<file path="config.mk">
export PLATFORM = sky130hd
export DESIGN_NAME = gpio_debounce
export DESIGN_NICKNAME = d
export VERILOG_FILES = /design/src/rtl/gpio_debounce_pin.sv /design/src/rtl/gpio_debounce.sv
export SDC_FILE = /design/constraint.sdc
export NUM_CORES = 1
export LEC_CHECK = 0
export CAP_MARGIN = 30
export CORE_ASPECT_RATIO = 0.5
export CORE_MARGIN = 2
export CORE_UTILIZATION = 31
export DETAILED_ROUTE_END_ITERATION = 10
export PLACE_DENSITY = 0.56
export SYNTH_ARGS = -nofsm -noshare
export SYNTH_HDL_FRONTEND = slang
export SYNTH_HIERARCHICAL = 1
export SYNTH_SLANG_ARGS = --single-unit
</file>
<file path="constraint.sdc">
create_clock -name i_clk -period 3.3 [get_ports i_clk]
set_input_delay 0.66 -clock i_clk [delete_from_list [all_inputs] [get_ports i_clk]]
set_output_delay 0.66 -clock i_clk [all_outputs]
set_load 0.01 [all_outputs]
</file>
<file path="src/rtl/gpio_debounce_pin.sv">
// gpio_debounce_pin
//   Debounce state for a single, already synchronised input pin. A new level
//   on i_level must persist for HOLDOFF consecutive prescaler ticks before it
//   is committed to o_level. Any return to the current stable level clears
//   the progress.
// Ports
//   i_clk       system clock
//   i_reset     synchronous, active-high reset
//   i_tick      shared debounce tick from the prescaler
//   i_level     synchronised pin level
//   o_level     debounced stable level (registered)
//   o_rise      1-clk strobe, o_level went 0->1 (registered)
//   o_fall      1-clk strobe, o_level went 1->0 (registered)
//   o_rise_nxt  next-state value of o_rise, for the aggregate change strobe
//   o_fall_nxt  next-state value of o_fall, for the aggregate change strobe
module gpio_debounce_pin #(
  parameter int   HOLDOFF = 3,
  parameter logic INITIAL = 1'b0
) (
  input  logic i_clk,
  input  logic i_reset,
  input  logic i_tick,
  input  logic i_level,
  output logic o_level,
  output logic o_rise,
  output logic o_fall,
  output logic o_rise_nxt,
  output logic o_fall_nxt
);

  localparam int            CW   = $clog2(HOLDOFF + 1);
  localparam logic [CW-1:0] LAST = CW'(HOLDOFF - 1);

  logic [CW-1:0] cnt_q, cnt_d;
  logic          level_q, level_d;
  logic          rise_q, rise_d;
  logic          fall_q, fall_d;

  // Hold-off counter and commit decision for this pin.
  always_comb begin
    cnt_d   = cnt_q;
    level_d = level_q;
    rise_d  = 1'b0;
    fall_d  = 1'b0;
    if (i_level != level_q) begin
      if (i_tick) begin
        if (cnt_q == LAST) begin
          // Level persisted long enough: commit and strobe the direction.
          level_d = i_level;
          cnt_d   = {CW{1'b0}};
          rise_d  = i_level;
          fall_d  = ~i_level;
        end else begin
          cnt_d = cnt_q + CW'(1);
        end
      end else begin
        cnt_d = cnt_q;
      end
    end else begin
      // Glitch ended (or nothing pending): discard any progress.
      cnt_d = {CW{1'b0}};
    end
  end

  // State registers with synchronous reset.
  always_ff @(posedge i_clk) begin
    if (i_reset) begin
      cnt_q   <= {CW{1'b0}};
      level_q <= INITIAL;
      rise_q  <= 1'b0;
      fall_q  <= 1'b0;
    end else begin
      cnt_q   <= cnt_d;
      level_q <= level_d;
      rise_q  <= rise_d;
      fall_q  <= fall_d;
    end
  end

  assign o_level    = level_q;
  assign o_rise     = rise_q;
  assign o_fall     = fall_q;
  assign o_rise_nxt = rise_d;
  assign o_fall_nxt = fall_d;

endmodule

</file>
<file path="src/rtl/gpio_debounce.sv">
// gpio_debounce
//   Input conditioner for the GPIO controller's pad inputs. Each raw pad is
//   brought into i_clk through a two-flop synchroniser, then debounced by a
//   per-pin hold-off counter advanced by a shared prescaler tick.
// Ports
//   i_clk      system clock
//   i_reset    synchronous, active-high reset
//   i_gpio     [NIN-1:0] raw asynchronous pad inputs
//   o_gpio     [NIN-1:0] debounced stable levels
//   o_rise     [NIN-1:0] 1-clk strobe per pin, 0->1 commit
//   o_fall     [NIN-1:0] 1-clk strobe per pin, 1->0 commit
//   o_changed  1-clk strobe, any pin committed this cycle
module gpio_debounce #(
  parameter int             NIN      = 16,
  parameter int             PRESCALE = 1,
  parameter int             HOLDOFF  = 3,
  parameter logic [NIN-1:0] INITIAL  = {NIN{1'b0}}
) (
  input  logic           i_clk,
  input  logic           i_reset,
  input  logic [NIN-1:0] i_gpio,
  output logic [NIN-1:0] o_gpio,
  output logic [NIN-1:0] o_rise,
  output logic [NIN-1:0] o_fall,
  output logic           o_changed
);

  logic [NIN-1:0] sync_x_q, sync_x_d;
  logic [NIN-1:0] sync_q_q, sync_q_d;
  logic [NIN-1:0] rise_nxt, fall_nxt;
  logic           changed_q, changed_d;
  logic           tick;

  // Two-flop synchroniser; only the second stage feeds the debouncers.
  always_comb begin
    sync_x_d = i_gpio;
    sync_q_d = sync_x_q;
  end

  // Synchroniser registers.
  always_ff @(posedge i_clk) begin
    if (i_reset) begin
      sync_x_q <= INITIAL;
      sync_q_q <= INITIAL;
    end else begin
      sync_x_q <= sync_x_d;
      sync_q_q <= sync_q_d;
    end
  end

  generate
    if (PRESCALE == 1) begin : g_no_prescale
      assign tick = 1'b1;
    end else begin : g_prescale
      localparam int            PW    = $clog2(PRESCALE);
      localparam logic [PW-1:0] PLAST = PW'(PRESCALE - 1);
      logic [PW-1:0] pre_q, pre_d;

      // Prescaler wraps on the same edge that its tick is consumed.
      always_comb begin
        if (pre_q == PLAST) begin
          pre_d = {PW{1'b0}};
        end else begin
          pre_d = pre_q + PW'(1);
        end
      end

      // Prescaler register.
      always_ff @(posedge i_clk) begin
        if (i_reset) begin
          pre_q <= {PW{1'b0}};
        end else begin
          pre_q <= pre_d;
        end
      end

      assign tick = (pre_q == PLAST);
    end
  endgenerate

  generate
    for (genvar i = 0; i < NIN; i++) begin : g_pin
      gpio_debounce_pin #(
        .HOLDOFF (HOLDOFF),
        .INITIAL (INITIAL[i])
      ) u_pin (
        .i_clk      (i_clk),
        .i_reset    (i_reset),
        .i_tick     (tick),
        .i_level    (sync_q_q[i]),
        .o_level    (o_gpio[i]),
        .o_rise     (o_rise[i]),
        .o_fall     (o_fall[i]),
        .o_rise_nxt (rise_nxt[i]),
        .o_fall_nxt (fall_nxt[i])
      );
    end
  endgenerate

  // Aggregate strobe is registered from the pins' next-state strobes so it
  // lines up with o_rise/o_fall.
  always_comb begin
    changed_d = |(rise_nxt | fall_nxt);
  end

  // Aggregate change strobe register.
  always_ff @(posedge i_clk) begin
    if (i_reset) begin
      changed_q <= 1'b0;
    end else begin
      changed_q <= changed_d;
    end
  end

  assign o_changed = changed_q;

endmodule
</file>
==> impl_metrics.py, run 1 <==
metrics = {
    "sta": {
        "holdWs_ps": 428,
        "slew_violations": 0,
        "hold_viol": 0,
        "fin_worst_skew_ps": 5.99,
        "finalSetupTns_ps": 0,
        "max_freq_mhz": 497,
        "maxSlewHeadroom_pct": 57.6,
        "tightest_slew_ps": 636,
        "period_needed_ps": 2010,
        "rsz0062_at_grt": "false",
        "finalCritPeriodShare_pct": 60.9,
        "setup_viol": 0,
    },
    "die": {
        "io_pins": 67,
        "chipWidth_um": 172,
        "dieHeight_um": 87.9,
        "num_rows": 30,
        "initial_utilization_pct": 32.0,
        "core_area_um2": 13600,
        "die_area_um2": 15100,
    },
    "synth": {
        "yosysWarnings": 6,
        "synth_cell_types": 16,
        "syn_area_um2": 4360,
        "seq_area_frac_synth_pct": 51.9,
        "ys_ff_latch": 113,
        "synth_top_area_cell": "dfxtp_1",
        "synth_top_area_share_pct": 51.9,
        "avgSynthCellArea_um2": 10.5,
        "yosys-top-cells-area": "dfxtp_1 52%, nand2b_1 14%, a221oi_2 5.5%",
        "synthCells": 416,
    },
    "clock_tree": {
        "cts_repair_resize_count": 0,
        "h-tree-depth": 4,
        "cts_tree": "built",
        "clock_latency_ps": 400,
        "post-cts-setup-buffer-count": 0,
        "clk_path_buf_depth": 2,
        "cts_made_buffers": 17,
        "cts_sinks": 113,
        "path_clk_slew_ps": 50,
        "hold_buffers": 0,
        "cts_root_buf": "clkbuf_16",
    },
    "cells_and_area": {
        "syn2layout_area_growth_pct": 40.4,
        "multi_input_area_um2": 2380,
        "drive_gt1_share_pct": 7.63,
        "finalInstanceArea_um2": 6120,
        "layout_common_cells": "113 x dfxtp_1, 96 x nand2b_1, 80 x conb_1",
        "antenna_cells": 0,
        "seqCellArea_um2": 2260,
        "fillCellCount": 1282,
        "finalNetCount": 597,
        "layout.cells.most_common": "dfxtp_1",
    },
    "route": {
        "post_drt_wl_per_cell_um": 10.7,
        "drc": 0,
        "vias_per_cell": 4.09,
        "num_vias": 3202,
        "drt_first_pass_iters": 5,
        "finalWirelength_mm": 8.34,
        "ant_nets": 0,
        "drt-initial-drc-count": 118,
    },
    "worst_setup_path": {
        "path_cells": "clkdlybuf4s50_1",
        "end_kind": "output pin",
        "worst-path-stages": 1,
        "cp_num_buf_inv": 1,
        "max_stage_delay_ps": 580,
        "worstPathArrival_ps": 1350,
        "r2r-end": "o_changed$_SDFF_PP0_",
        "ff2ff_setup_slack_ps": 1720,
        "slowest_stage": "clkdlybuf4s50_1",
        "r2r_cells": 5,
        "startpoint_type": "register",
        "crit_fanout": 4,
        "crit_required_ps": 2640,
        "critical-path-top-delay-family": "buffers and inverters",
        "critPathKind": "register to output pin",
        "r2r-start": "g_pin[5].u_pin/cnt_q[0]$_SDFFE_PP0P_",
    },
    "pwr": {
        "vdd_drop_max_mv": 0.314,
        "power_uw": 3230,
        "p_leak_uw": 0.00220,
        "p_per_area_nw_per_um2": 527,
    },
    "global_route": {
        "grt_start_max_net_pins": 63,
        "grt-ovfl-total": 0,
        "grt_usage_pct": 12.0,
        "grt_pass1_wl_mm": 14.1,
        "antenna_found_initial": 0,
        "grt_pass1_vias": 3034,
    },
    "hold_path": {
        "hp-class": "register to register",
        "hold_end": "sync_q_q[9]$_SDFF_PP0_",
        "min_from": "sync_q_d[9]$_SDFF_PP0_",
        "hold_depth": 1,
    },
    "placement": {
        "place_hpwl_mm": 5.69,
        "dpl-instance-area_um2": 5570,
        "io_buffers": 66,
        "gp_congestion": 0.721,
    },
    "outcome": {
        "status": "finished clean",
    },
    "flow_run": {
        "max_cap_violations": 0,
    },
}
per-layer routing:
layer	vias up	GRT usage (%)	part of all wire, %
li1	1739	-	-
met1	1404	14.7	51
met2	48	18.8	44
met3	11	4.97	4.6
met4	0	5.55	1.1
met5	-	0	0
through the flow:
| stage | worst slack, ps | util (%) | instances |
|---|---|---|---|
| 3_5_place_dp | 1390 | 40.9 | 752 |
| 5_1_grt | 1220 | 44.9 | 782 |
| 4_1_cts | 1260 | 44.9 | 782 |
| 6_report | 1290 | 44.9 | 782 |
| 3_3_place_gp | 1400 | 40.9 | 752 |
| 2_1_floorplan | 2080 | - | 495 |
synthesized netlist by cell type (all sizes together):
cell,n
nor4,8
nor3,32
conb,1
nor2,32
buf,3
nand3b,32
mux2i,16
a221oi,32
nor2b,29
dfxtp,113
and4,2
or3b,16
nand2b,96
a21oi,1
and2b,3
power by group:
part           total (uW)  internal [uW]  switching (uW)
Clock                1710           1130             581
Combinational         116           60.1            55.7
Sequential           1400           1390            10.2
worst max-delay path by stage:
stage / start / end / slack [ps]
detailed placement: i_reset / g_pin[10].u_pin/o_level$_SDFFE_PP0P_ / 1390
global placement: i_reset / g_pin[10].u_pin/o_level$_SDFFE_PP0P_ / 1400
global route: g_pin[3].u_pin/o_level$_SDFFE_PP0P_ / o_gpio[3] / 1220
finish: g_pin[3].u_pin/o_level$_SDFFE_PP0P_ / o_gpio[3] / 1290
floorplan: g_pin[4].u_pin/o_level$_SDFFE_PP0P_ / o_changed$_SDFF_PP0_ / 2080
CTS: g_pin[3].u_pin/o_level$_SDFFE_PP0P_ / o_gpio[3] / 1260
registers in the layout (all words and copies together) (netlist names):
name                 cells
g_pin.u_pin/cnt_q       32
o_changed                1
sync_q_q                16
sync_q_d                16
g_pin.u_pin/o_rise      16
g_pin.u_pin/o_fall      16
g_pin.u_pin/o_level     16
kinds of logic after synthesis:
family                 count (synthesis)  share of synthesized area (%)
other                                  1                         0.0860
muxes                                 16                           3.67
DFF                                  113                           51.9
AOI/OAI and AO/OA                     33                           8.84
and+or+nand+nor                      250                           35.2
buffers and inverters                  3                          0.344
final cells by class:
cell class / instances / share of cell area [%]
clock buffer: 23 / 7.65
clock inverter: 7 / 1.39
multi-input combinational: 379 / 38.9
sequential: 113 / 37.0
tap: 192 / 3.93
timing repair buffer: 68 / 11.2
Note: power is estimated with default switching activity, not from simulation.
==> inputs of run 2 (changes only) <==
==> constraint.sdc (replaced) <==
create_clock -name i_clk -period 2.1 [get_ports i_clk]
set_input_delay 0.42 -clock i_clk [delete_from_list [all_inputs] [get_ports i_clk]]
set_output_delay 0.42 -clock i_clk [all_outputs]
set_load 0.01 [all_outputs]
==> impl_metrics.py, run 2 (synthesized netlist as in run 1, its figures left out) <==
metrics = {
    "outcome": {
        "status": "finished clean",
    },
    "sta": {
        "finalSetupTns_ps": 0,
        "period_needed_ps": 1750,
        "finalCritPeriodShare_pct": 83.4,
        "fin_worst_skew_ps": 11.0,
        "rsz0062_at_grt": "false",
        "max_freq_mhz": 571,
        "hold_viol": 0,
        "fin_ws_ps": 348,
        "setup_viol": 0,
        "slew_violations": 0,
    },
    "cells_and_area": {
        "finish.utilization_pct": 45.3,
        "layout.cells.most_common": "dfxtp_1",
        "syn2layout_area_growth_pct": 41.6,
        "antenna_cells": 0,
        "drive_gt1_share_pct": 8.14,
        "largest_reg_flops": 32,
        "layout_common_cells": "113 x dfxtp_1, 96 x nand2b_1, 80 x conb_1",
        "finalInstanceArea_um2": 6170,
        "fillCellCount": 1304,
        "finalNetCount": 599,
        "largest-register": "g_pin.u_pin/cnt_q",
    },
    "clock_tree": {
        "cts_tree": "built",
        "hold_buffers": 0,
        "path_clk_slew_ps": 50,
        "cts_sinks": 113,
        "cts_made_buffers": 17,
        "h-tree-depth": 4,
        "cts_repair_resize_count": 0,
        "clock_latency_ps": 390,
        "cts_root_buf": "clkbuf_16",
        "clk_path_buf_depth": 2,
        "post-cts-setup-buffer-count": 0,
    },
    "worst_setup_path": {
        "worstPathArrival_ps": 1330,
        "max_stage_delay_ps": 580,
        "critical-path-top-delay-family": "buffers and inverters",
        "r2r_cells": 5,
        "cp_num_buf_inv": 1,
        "slowest_stage": "clkdlybuf4s50_1",
        "startpoint_type": "register",
        "path_cells": "clkdlybuf4s50_1",
        "worst-path-stages": 1,
        "crit_required_ps": 1680,
        "end_kind": "output pin",
        "crit_fanout": 4,
        "critPathKind": "register to output pin",
    },
    "pwr": {
        "vdd_drop_max_mv": 0.491,
        "p_per_area_nw_per_um2": 845,
        "p_leak_uw": 0.00222,
        "power_uw": 5220,
    },
    "hold_path": {
        "hp-class": "primary input to register",
        "hold_depth": 2,
    },
    "die": {
        "die_area_um2": 15100,
        "io_pins": 67,
        "num_rows": 30,
        "dieHeight_um": 87.9,
        "initial_utilization_pct": 32.0,
        "chipWidth_um": 172,
        "core_area_um2": 13600,
    },
    "route": {
        "vias_per_cell": 4.10,
        "drt_first_pass_iters": 5,
        "post_drt_wl_per_cell_um": 10.8,
        "num_vias": 3203,
        "drc": 0,
        "finalWirelength_mm": 8.46,
        "drt-initial-drc-count": 108,
        "ant_nets": 0,
    },
    "global_route": {
        "grt-ovfl-total": 0,
        "grt_pass1_wl_mm": 14.2,
        "grt_start_max_net_pins": 39,
        "grt_usage_pct": 12.1,
        "antenna_found_initial": 0,
        "grt_pass1_vias": 3101,
    },
    "placement": {
        "dpl_worst_slack_ps": 509,
        "place_hpwl_mm": 5.81,
        "io_buffers": 66,
        "dpl-instance-area_um2": 5590,
        "gp_congestion": 0.714,
    },
    "flow_run": {
        "max_cap_violations": 0,
    },
}
-- run 2: report_power, final --
part / total (uW) / switching (uW) / internal, uW
logic: 190 / 90.8 / 99.3
clock network: 2830 / 910 / 1920
registers: 2200 / 16.1 / 2180
-- run 2: final cells by class --
type                    instances  area [um^2]  share of cell area [%]
repair buffers                 70          713                    11.6
multi-input cells             379         2380                    38.5
clock buffers                  21          470                    7.62
flip-flops and latches        113         2260                    36.6
well taps                     192          240                    3.89
clock inverters                 7          110                    1.78
-- run 2: per-stage QoR --
stage,hold slack [ps],instances
6_report,396,782
5_1_grt,385,782
4_1_cts,392,782
3_5_place_dp,422,754
3_3_place_gp,419,754
2_1_floorplan,411,495
-- run 2: worst paths after layout --
path | startpoint | endpoint | slack, ps
min reg2reg | sync_q_d[9]$_SDFF_PP0_ | sync_q_q[9]$_SDFF_PP0_ | 430
max reg2reg | g_pin[10].u_pin/cnt_q[0]$_SDFFE_PP0P_ | o_changed$_SDFF_PP0_ | 510
min | i_reset | sync_q_d[15]$_SDFF_PP0_ | 400
max | g_pin[8].u_pin/o_level$_SDFFE_PP0P_ | o_gpio[8] | 350
-- run 2: layer usage --
metal | track usage, % | share of wire [%] | vias up
li1 | - | - | 1739
met1 | 15.1 | 50 | 1411
met2 | 19.5 | 45 | 47
met3 | 3.66 | 3.8 | 6
met4 | 5.62 | 0.97 | 0
met5 | 0 | 0 | -
